**src/rtl/wave_nco_core.sv**
```systemverilog
// DDS waveform core: phase accumulator + saw/triangle/square/sine shaper, optional LFSR noise (WAVE_NOISE_EN).
// Latency: wave_out/wave_valid register one cycle after the phase sample; config takes effect at a phase wrap.
// Backpressure: cfg_ready drops while a config is pending and returns after the wrap that applies it.
module wave_nco_core #(
    parameter int PHASE_W = 24,
    parameter int DATA_W  = 8,
    parameter int LUT_AW  = 6
) (
    input  logic               clk,
    input  logic               rst_n,
    input  logic               ena,
    input  logic               phase_clr,
    input  logic               cfg_valid,
    output logic               cfg_ready,
    input  logic [1:0]         cfg_mode,
    input  logic [PHASE_W-1:0] cfg_fstep,
    input  logic [7:0]         cfg_duty,
    input  logic               cfg_noise,
    output logic [DATA_W-1:0]  wave_out,
    output logic               wave_valid,
    output logic               phase_wrap
);

    localparam int LUT_N = 1 << LUT_AW;
    localparam logic [DATA_W-1:0] HALF = {1'b1, {(DATA_W-1){1'b0}}};

    // Quarter-wave table, amplitude 2^(DATA_W-1)-1, rounded to nearest.
    function automatic logic [DATA_W-2:0] sine_entry(input int k);
        real amp;
        amp = real'((1 << (DATA_W-1)) - 1) * $sin(3.14159265358979323846 * k / (2.0 * LUT_N));
        return (DATA_W-1)'($rtoi(amp + 0.5));
    endfunction

    logic [DATA_W-2:0] lut [LUT_N];
    for (genvar k = 0; k < LUT_N; k++) begin : g_lut
        assign lut[k] = sine_entry(k);
    end

    logic [1:0]         mode, sh_mode;
    logic [PHASE_W-1:0] fstep, sh_fstep;
    logic [7:0]         duty, sh_duty;
    logic               noise, sh_noise;
    logic               pending;
    logic [PHASE_W-1:0] acc;

    logic [PHASE_W:0]   sum;
    logic [DATA_W-1:0]  p;
    logic               xfer;
    logic               wrap_evt;
    logic [DATA_W-1:0]  shape;
    logic [DATA_W-1:0]  sample;
    logic [1:0]         quad;
    logic [LUT_AW-1:0]  lut_idx;
    logic [DATA_W-2:0]  lut_val;

    assign sum      = {1'b0, acc} + {1'b0, fstep};
    assign p        = acc[PHASE_W-1 -: DATA_W];
    assign xfer     = cfg_valid && cfg_ready;
    assign wrap_evt = phase_clr || (ena && sum[PHASE_W]);
    assign quad     = p[DATA_W-1 -: 2];
    assign lut_idx  = p[DATA_W-3 -: LUT_AW];

    always_comb begin
        shape   = p;
        lut_val = quad[0] ? lut[~lut_idx] : lut[lut_idx];
        case (mode)
            2'd0: shape = p;
            2'd1: shape = p[DATA_W-1] ? {~p[DATA_W-2:0], 1'b0} : {p[DATA_W-2:0], 1'b0};
            2'd2: shape = {DATA_W{p[DATA_W-1 -: 8] < duty}};
            default: shape = quad[1] ? HALF - {1'b0, lut_val} : HALF + {1'b0, lut_val};
        endcase
    end

`ifdef WAVE_NOISE_EN
    logic [15:0] lfsr;

    always_ff @(posedge clk) begin
        if (!rst_n) begin
            lfsr <= 16'hACE1;
        end else if (ena) begin
            lfsr <= lfsr[0] ? ((lfsr >> 1) ^ 16'hB400) : (lfsr >> 1);
        end
    end

    assign sample = shape ^ (noise ? DATA_W'(lfsr[3:0]) : {DATA_W{1'b0}});
`else
    logic unused_noise;
    assign unused_noise = noise;
    assign sample       = shape;
`endif

    always_ff @(posedge clk) begin
        if (!rst_n) begin
            acc        <= '0;
            mode       <= 2'd0;
            fstep      <= '0;
            duty       <= 8'h80;
            noise      <= 1'b0;
            sh_mode    <= 2'd0;
            sh_fstep   <= '0;
            sh_duty    <= 8'h80;
            sh_noise   <= 1'b0;
            pending    <= 1'b0;
            cfg_ready  <= 1'b1;
            wave_out   <= '0;
            wave_valid <= 1'b0;
            phase_wrap <= 1'b0;
        end else begin
            if (phase_clr) begin
                acc        <= '0;
                phase_wrap <= 1'b0;
            end else if (ena) begin
                acc        <= sum[PHASE_W-1:0];
                phase_wrap <= sum[PHASE_W];
            end else begin
                phase_wrap <= 1'b0;
            end

            wave_valid <= ena;
            if (ena) begin
                wave_out <= sample;
            end

            // A transfer implies nothing is pending, so it never collides with the wrap apply.
            if (xfer && ena) begin
                sh_mode   <= cfg_mode;
                sh_fstep  <= cfg_fstep;
                sh_duty   <= cfg_duty;
                sh_noise  <= cfg_noise;
                pending   <= 1'b1;
                cfg_ready <= 1'b0;
            end else if (xfer) begin
                mode  <= cfg_mode;
                fstep <= cfg_fstep;
                duty  <= cfg_duty;
                noise <= cfg_noise;
            end else if (wrap_evt && pending) begin
                mode      <= sh_mode;
                fstep     <= sh_fstep;
                duty      <= sh_duty;
                noise     <= sh_noise;
                pending   <= 1'b0;
                cfg_ready <= 1'b1;
            end
        end
    end

endmodule

```
**config.mk**
```make
export PLATFORM = sky130hd
export DESIGN_NAME = wave_nco_core
export DESIGN_NICKNAME = d
export VERILOG_FILES = /design/src/rtl/wave_nco_core.sv
export SDC_FILE = /design/constraint.sdc
export NUM_CORES = 1
export LEC_CHECK = 0
export ABC_CLOCK_PERIOD_IN_PS = 9700
export CELL_PAD_IN_SITES_DETAIL_PLACEMENT = 0
export CELL_PAD_IN_SITES_GLOBAL_PLACEMENT = 1
export CORE_AREA = 2 2 146 148
export CTS_BUF_LIST = sky130_fd_sc_hd__clkbuf_8
export DETAILED_ROUTE_END_ITERATION = 7
export DIE_AREA = 0 0 148 150
export PLACE_DENSITY_LB_ADDON = 0.1
export SETUP_SLACK_MARGIN = 0.1
export SYNTH_ARGS = -nofsm -noshare
export SYNTH_HDL_FRONTEND = slang
export SYNTH_SLANG_ARGS = --single-unit
export TNS_END_PERCENT = 20
```
**constraint.sdc**
```tcl
create_clock -name clk -period 9.7 [get_ports clk]
set_input_delay 1.94 -clock clk [delete_from_list [all_inputs] [get_ports clk]]
set_output_delay 1.94 -clock clk [all_outputs]
set_load 0.03 [all_outputs]
```
==> flow_metrics.py <==
metrics = {
    "clock_network": {
        "clkTransAtPathRegs_ns": 0.11,
        "insertion_delay_ns": 0.40,
        "cts_buffers": 9,
        "cts_resized": 0,
        "clockBufferDepth": 2,
        "cts_tree": "done",
        "cts-root-buf": "clkbuf_8",
        "clock-sinks": 104,
        "post_cts_buffers": 0,
        "hold_buffers": 0,
        "h-tree-depth": 3,
    },
    "layout": {
        "antennaDiodeCount": 0,
        "nets": 1038,
        "fillers": 2253,
        "final_layout_size_suffix_gt1_share_pct": 5.08,
        "final_common_cell": "nand2_1",
        "multi_input_area_um2": 4630,
        "layout_common_cells": "nand2_1, dfxtp_1, nor2_1, clkdlybuf4s50_1, o21ai_0",
        "area_delta_synth_final_pct": 12.0,
        "final_core_util_pct": 38.5,
        "seq_area_um2": 2080,
        "design_area_um2": 7960,
    },
    "power_and_ir_drop": {
        "finalPower_mw": 0.924,
        "p_leak_nw": 3.11,
        "powerDensity_nw_per_um2": 116,
        "max-vdd-ir-drop_mv": 0.0598,
    },
    "critical_path": {
        "worstPathRequired_ns": 9.99,
        "worstPathCellList": "clkdlybuf4s50_1 -> and2_1 -> buf_4 -> nand2_1 -> o21ai_2 -> buf_4 -> or2_1 -> buf_4 -> mux2_1",
        "crit_slowest_cell": "clkdlybuf4s50_1",
        "crit_buf_inv": 4,
        "r2r_setup_slack_ns": 5.66,
        "endpoint_kind": "register",
        "crit_family": "buffers and inverters",
        "cp_slowest_stage_delay_ns": 0.47,
        "critPathLaunchType": "primary input",
        "worstPathMaxFanout": 37,
        "crit_type": "in2reg",
        "timing.rr.start": "acc[16]$_SDFFE_PP0P_",
        "r2r_end": "wave_out[1]$_SDFFE_PN0P_",
        "crit_top_cell": "buf_4",
        "critPathArrivalTime_ns": 4.41,
        "ff2ff_path_depth": 12,
    },
    "drt": {
        "drt-total-wl_mm": 20.0,
        "wl_per_cell_um": 16.1,
        "drc_errors": 0,
        "viasPerCell": 5.25,
        "dr_total_vias": 6510,
        "drt_iter0_drc": 338,
        "first_pass_iters": 5,
        "ant_nets": 0,
    },
    "global_routing": {
        "grt_pass1_vias": 6075,
        "antenna_found_initial": 0,
        "grt_pass1_wl_mm": 32.8,
        "grt_remaining_overflow": 0,
        "gr-usage-all-layers_pct": 18.4,
        "grt_max_degree": 58,
    },
    "timing": {
        "timing.fmax_mhz": 243,
        "fin_crit_sh_pct": 42.4,
        "tns_ns": 0,
        "period_minus_slack_ns": 4.11,
        "hold_violations": 0,
        "holdWs_ns": 0.469,
        "slew_headroom_pct": 37.6,
        "finalMaxSlewViolations": 0,
        "rsz0062_at_grt": "no",
        "worst_pin_slew_ns": 0.933,
        "setup_violations": 0,
        "skew_ns": 0.0153,
    },
    "run": {
        "cap_violations": 0,
    },
    "floorplanning": {
        "core-area_um2": 20700,
        "dieArea_um2": 22200,
        "die_height_um": 150,
        "initial_core_util_pct": 34.3,
        "die_x_um": 148,
        "ios": 51,
        "num_rows": 53,
    },
    "synth": {
        "yosys.area.top_type_share_pct": 29.3,
        "synth_edf_count": 0,
        "synth_ff_type": "dfxtp_1",
        "synth_cells": 957,
        "synth_area_leaders": "dfxtp_1, nand2_1, ha_1",
        "yosysSeqAreaShare_pct": 29.3,
        "synth_nets": 1036,
        "synth.largest_area_cell": "dfxtp_1",
        "ys_types": 71,
        "synth_area_um2": 7100,
        "ys_async_sr_fraction_pct": 0,
        "syn_area_per_cell_um2": 7.42,
        "yosys_warnings": 0,
        "synth_seq_cells": 104,
    },
    "run_status": {
        "status": "completed",
    },
    "hold_path": {
        "hold_class": "reg2reg",
        "hp-start": "sh_duty[4]$_SDFFE_PN0P_",
        "holdPathStages": 2,
        "worstHoldEndpoint": "sh_duty[4]$_SDFFE_PN0P_",
    },
    "placed_design": {
        "portBuffers": 49,
        "placed_area_um2": 7750,
        "dp_hpwl_mm": 13.4,
        "place_congestion": 0.785,
    },
}
==> worst register-to-register path, delay by kind of cell (launching register included) <==
kind / cells / cell delay [ns]
buf+inv: 2 / 0.38
fa+ha+maj: 2 / 0.95
flops: 1 / 0.76
mux: 2 / 0.48
simple gates: 1 / 0.06
compound gates: 5 / 1.28
==> registers in the layout (all words and copies together), names as in the netlist, 2 cells and up <==
register and cells:
sh_mode 2, mode 2, duty 8, sh_fstep 24
sh_duty 8, acc 24, wave_out 8, fstep 24
==> cells in the mapped netlist (9+ instances only) <==
cell and n:
o31ai_1 10, nand2_1 236, ha_1 38, o21ai_1 32, inv_1 20, o211ai_1 36, nand3_1 17, dfxtp_1 104
nor3_1 14, clkbuf_1 53, a21o_1 18, mux2i_1 21, nor2b_1 9, buf_2 12, nand2b_1 12, a211oi_1 19
xnor2_1 19, a21boi_0 35, a21oi_1 32, nor2_1 50, o21ai_0 40
==> cell families (layout without fill, tap and decap cells) <==
family / after synthesis / count (layout) / synth area share [%]
simple gates: 374 / 374 / 22.8
compound gates: 286 / 286 / 27.7
flops: 104 / 104 / 29.3
buf+inv: 99 / 106 / 5.65
fa+ha+maj: 39 / 39 / 6.98
mux: 28 / 28 / 4.23
xor+xnor: 27 / 27 / 3.33
==> through the flow <==
step,instances,worst slack (ns)
final,1239,5.59
after global routing,1239,5.35
after CTS,1239,5.59
after detailed placement,1223,5.15
after global placement,1223,5.16
after floorplan,957,6.31
==> cell type report <==
| cell class | count | share of cell area (%) |
|---|---|---|
| multi-input cells | 754 | 58.1 |
| flip-flops and latches | 104 | 26.2 |
| repair buffers | 65 | 7.58 |
| well taps | 275 | 4.32 |
| clock buffers | 10 | 1.73 |
| inverters | 25 | 1.18 |
| clock inverters | 6 | 0.912 |
==> per-layer routing <==
metal / GRT usage, % / wire length [um] / vias to the layer above
li1: - / - / 3391
met1: 26.7 / 10500 / 3009
met2: 28.4 / 8660 / 95
met3: 2.47 / 639 / 15
met4: 4.81 / 223 / 0
met5: 0 / 0 / -
==> how the worst max path moves through the flow <==
stage / start / end / slack, ns / cells after the start
6_report: cfg_valid / duty[7]$_SDFFE_PN1P_ / 5.59 / 9
5_1_grt: acc[16]$_SDFFE_PP0P_ / wave_out[1]$_SDFFE_PN0P_ / 5.35 / 12
4_1_cts: cfg_valid / duty[7]$_SDFFE_PN1P_ / 5.59 / 9
3_5_place_dp: cfg_valid / duty[7]$_SDFFE_PN1P_ / 5.15 / 9
3_3_place_gp: ena / duty[7]$_SDFFE_PN1P_ / 5.16 / 9
2_1_floorplan: cfg_valid / duty[4]$_SDFFE_PN0P_ / 6.31 / 8
==> power breakdown <==
group | internal, mW | switching, mW
combinational | 0.0623 | 0.0997
clock | 0.131 | 0.173
sequential | 0.446 | 0.0128
Power figures use the tool's default switching activity.
==> RTL change (same flow settings) <==
Build with the macro `WAVE_NOISE_EN` defined.
--- a/src/rtl/wave_nco_core.sv
+++ b/src/rtl/wave_nco_core.sv
@@ -3,2 +3,4 @@
 // Backpressure: cfg_ready drops while a config is pending and returns after the wrap that applies it.
+`define WAVE_NOISE_EN
+
 module wave_nco_core #(
Behaviour: not the same (a bounded check fails within 4 cycles, from zero or initial values and one cycle with rst_n low).
==> RTL change against the unedited design <==
- setup slack better by 0.025 ns
- sequential cell count increased by 18
- wire length is 3.8% lower
- synthesized area is 9.2% higher
- design area increased by 11%
- power up 33%
- first-iteration DRC count is 23% higher
- hold slack worse by 0.0036 ns
- synthesized cell count is 0.21% higher
- sequential power grew 18%
==> RTL change: results <==
[detailed_routing]
vias = 6546
totalWireLength_um = 19200
drt_iter0_markers = 415
dr.pass1.iters = 7

[worst_setup_path]
cpLargestDelayFamily = "simple AND/OR/NAND/NOR gates"
cp.arrival_ns = 4.39
cpPeakStageDelay_ns = 0.77
cp_max_fo = 69
cp_slowest_cell = "and2_2"

[logic_synthesis]
seq_area_frac_synth_pct = 31.5
synth_commonest_cells = "nand2_1, dfxtp_1, o21ai_0"
yosysUniqueCellTypes = 71
synth_area_leaders = "dfxtp_1, nand2_1, ha_1, mux2_2, mux2i_1"
syn_nets = 1039
yosysWarningCount = 0
ys_async_sr_fraction_pct = 0

[clock_network]
clk_path_buf_depth = 2
cts_root_buffer = "clkbuf_8"
cts.clk_slew.worst_paths_ns = 0.08
post_cts_resized = 0
cts.htree.levels = 4
numCtsBuffers = 17
insertion_delay_ns = 0.44
post-cts-setup-buffers = 0

[global_routing]
grt_max_degree = 94
grt_use_total_pct = 17.9
grt_pass1_wl_um = 32000
antenna_found_initial = 0
grt_pass1_vias = 6169

[place]
io_buffer_count = 50
hpwlAfterDp_um = 12700
placed_cell_area_um2 = 8350
routabilityCongestion = 0.775

[final_layout]
largestRegisters = "acc: 24 flops, fstep: 24 flops, sh_fstep: 24 flops"
final_area_um2 = 8800
fillers = 2139
diodes = 0
layout-drive-gt1-share_pct = 10.0

[pwr]
ir_worst_vdd_uv = 115
p_leak_nw = 3.39

[status]
status = "finished clean"

[worst_hold_path]
min_path_type = "register to register"

[sta]
skew_ns = 0.0140
slew_headroom_pct = 27.2
## RTL change: metrics by stage
| stage | power, W | std cells | setup WS [ns] |
|---|---|---|---|
| finish | 0.00123 | 1255 | 5.61 |
| global route | 0.00129 | 1255 | 5.32 |
| CTS | 0.00125 | 1255 | 5.59 |
| detailed placement | 0.000724 | 1223 | 5.12 |
| global placement | 0.000723 | 1223 | 5.16 |
| floorplan | 0.000670 | 959 | 6.28 |
## RTL change: per-layer routing
metal | up-vias | wire (µm) | global-route usage (%) | part of all wire, %
met5 | - | 0 | 0 | 0
met4 | 0 | 159 | 3.90 | 0.83
met3 | 15 | 623 | 3.57 | 3.2
met2 | 105 | 8400 | 28.1 | 44
met1 | 2996 | 10000 | 25.4 | 52
li1 | 3430 | - | - | -
## RTL change: worst register-to-register path: stages, from the launching register on
cell	delay, ns
dfxtp_1	0.31
buf_4	0.27
inv_1	0.24
ha_1	0.47
mux4_2	0.49
o21ai_0	0.18
o211ai_1	0.17
or2_2	0.31
ha_1	0.27
nand2_1	0.06
o21ai_0	0.10
a211oi_1	0.38
xor2_1	0.20
mux2i_1	0.09
nor2b_1	0.12
## RTL change: power breakdown
part	internal [W]	switching [W]	leakage [nW]
Sequential	0.000523	0.0000162	0.995
Combinational	0.0000769	0.0000934	2.16
Clock	0.000296	0.000222	0.228
## RTL change: final cells by class
class | count | share of cell area [%]
timing repair buffer | 60 | 6.45
multi-input combinational | 736 | 55.5
sequential | 122 | 27.8
clock buffer | 19 | 2.97
tap | 275 | 3.91
clock inverter | 13 | 2.15
inverter | 30 | 1.28
## RTL change: final timing paths
kind                       end         start  slack (ns)  depth (start not counted)
setup / recovery       duty[7]     cfg_valid        5.61                          6
hold / removal    sh_fstep[11]  sh_fstep[11]        0.47                          2
setup reg to reg   wave_out[1]       acc[17]        5.98                         14
hold reg to reg   sh_fstep[11]  sh_fstep[11]        0.47                          2
## RTL change: cells by family after synthesis
group / count (synthesis) / share of synthesized area (%)
compound gates: 256 / 22.4
xor+xnor: 36 / 4.06
fa+ha+maj: 40 / 6.55
buf+inv: 101 / 5.63
flops: 122 / 31.5
mux: 73 / 10.5
simple gates: 331 / 19.4
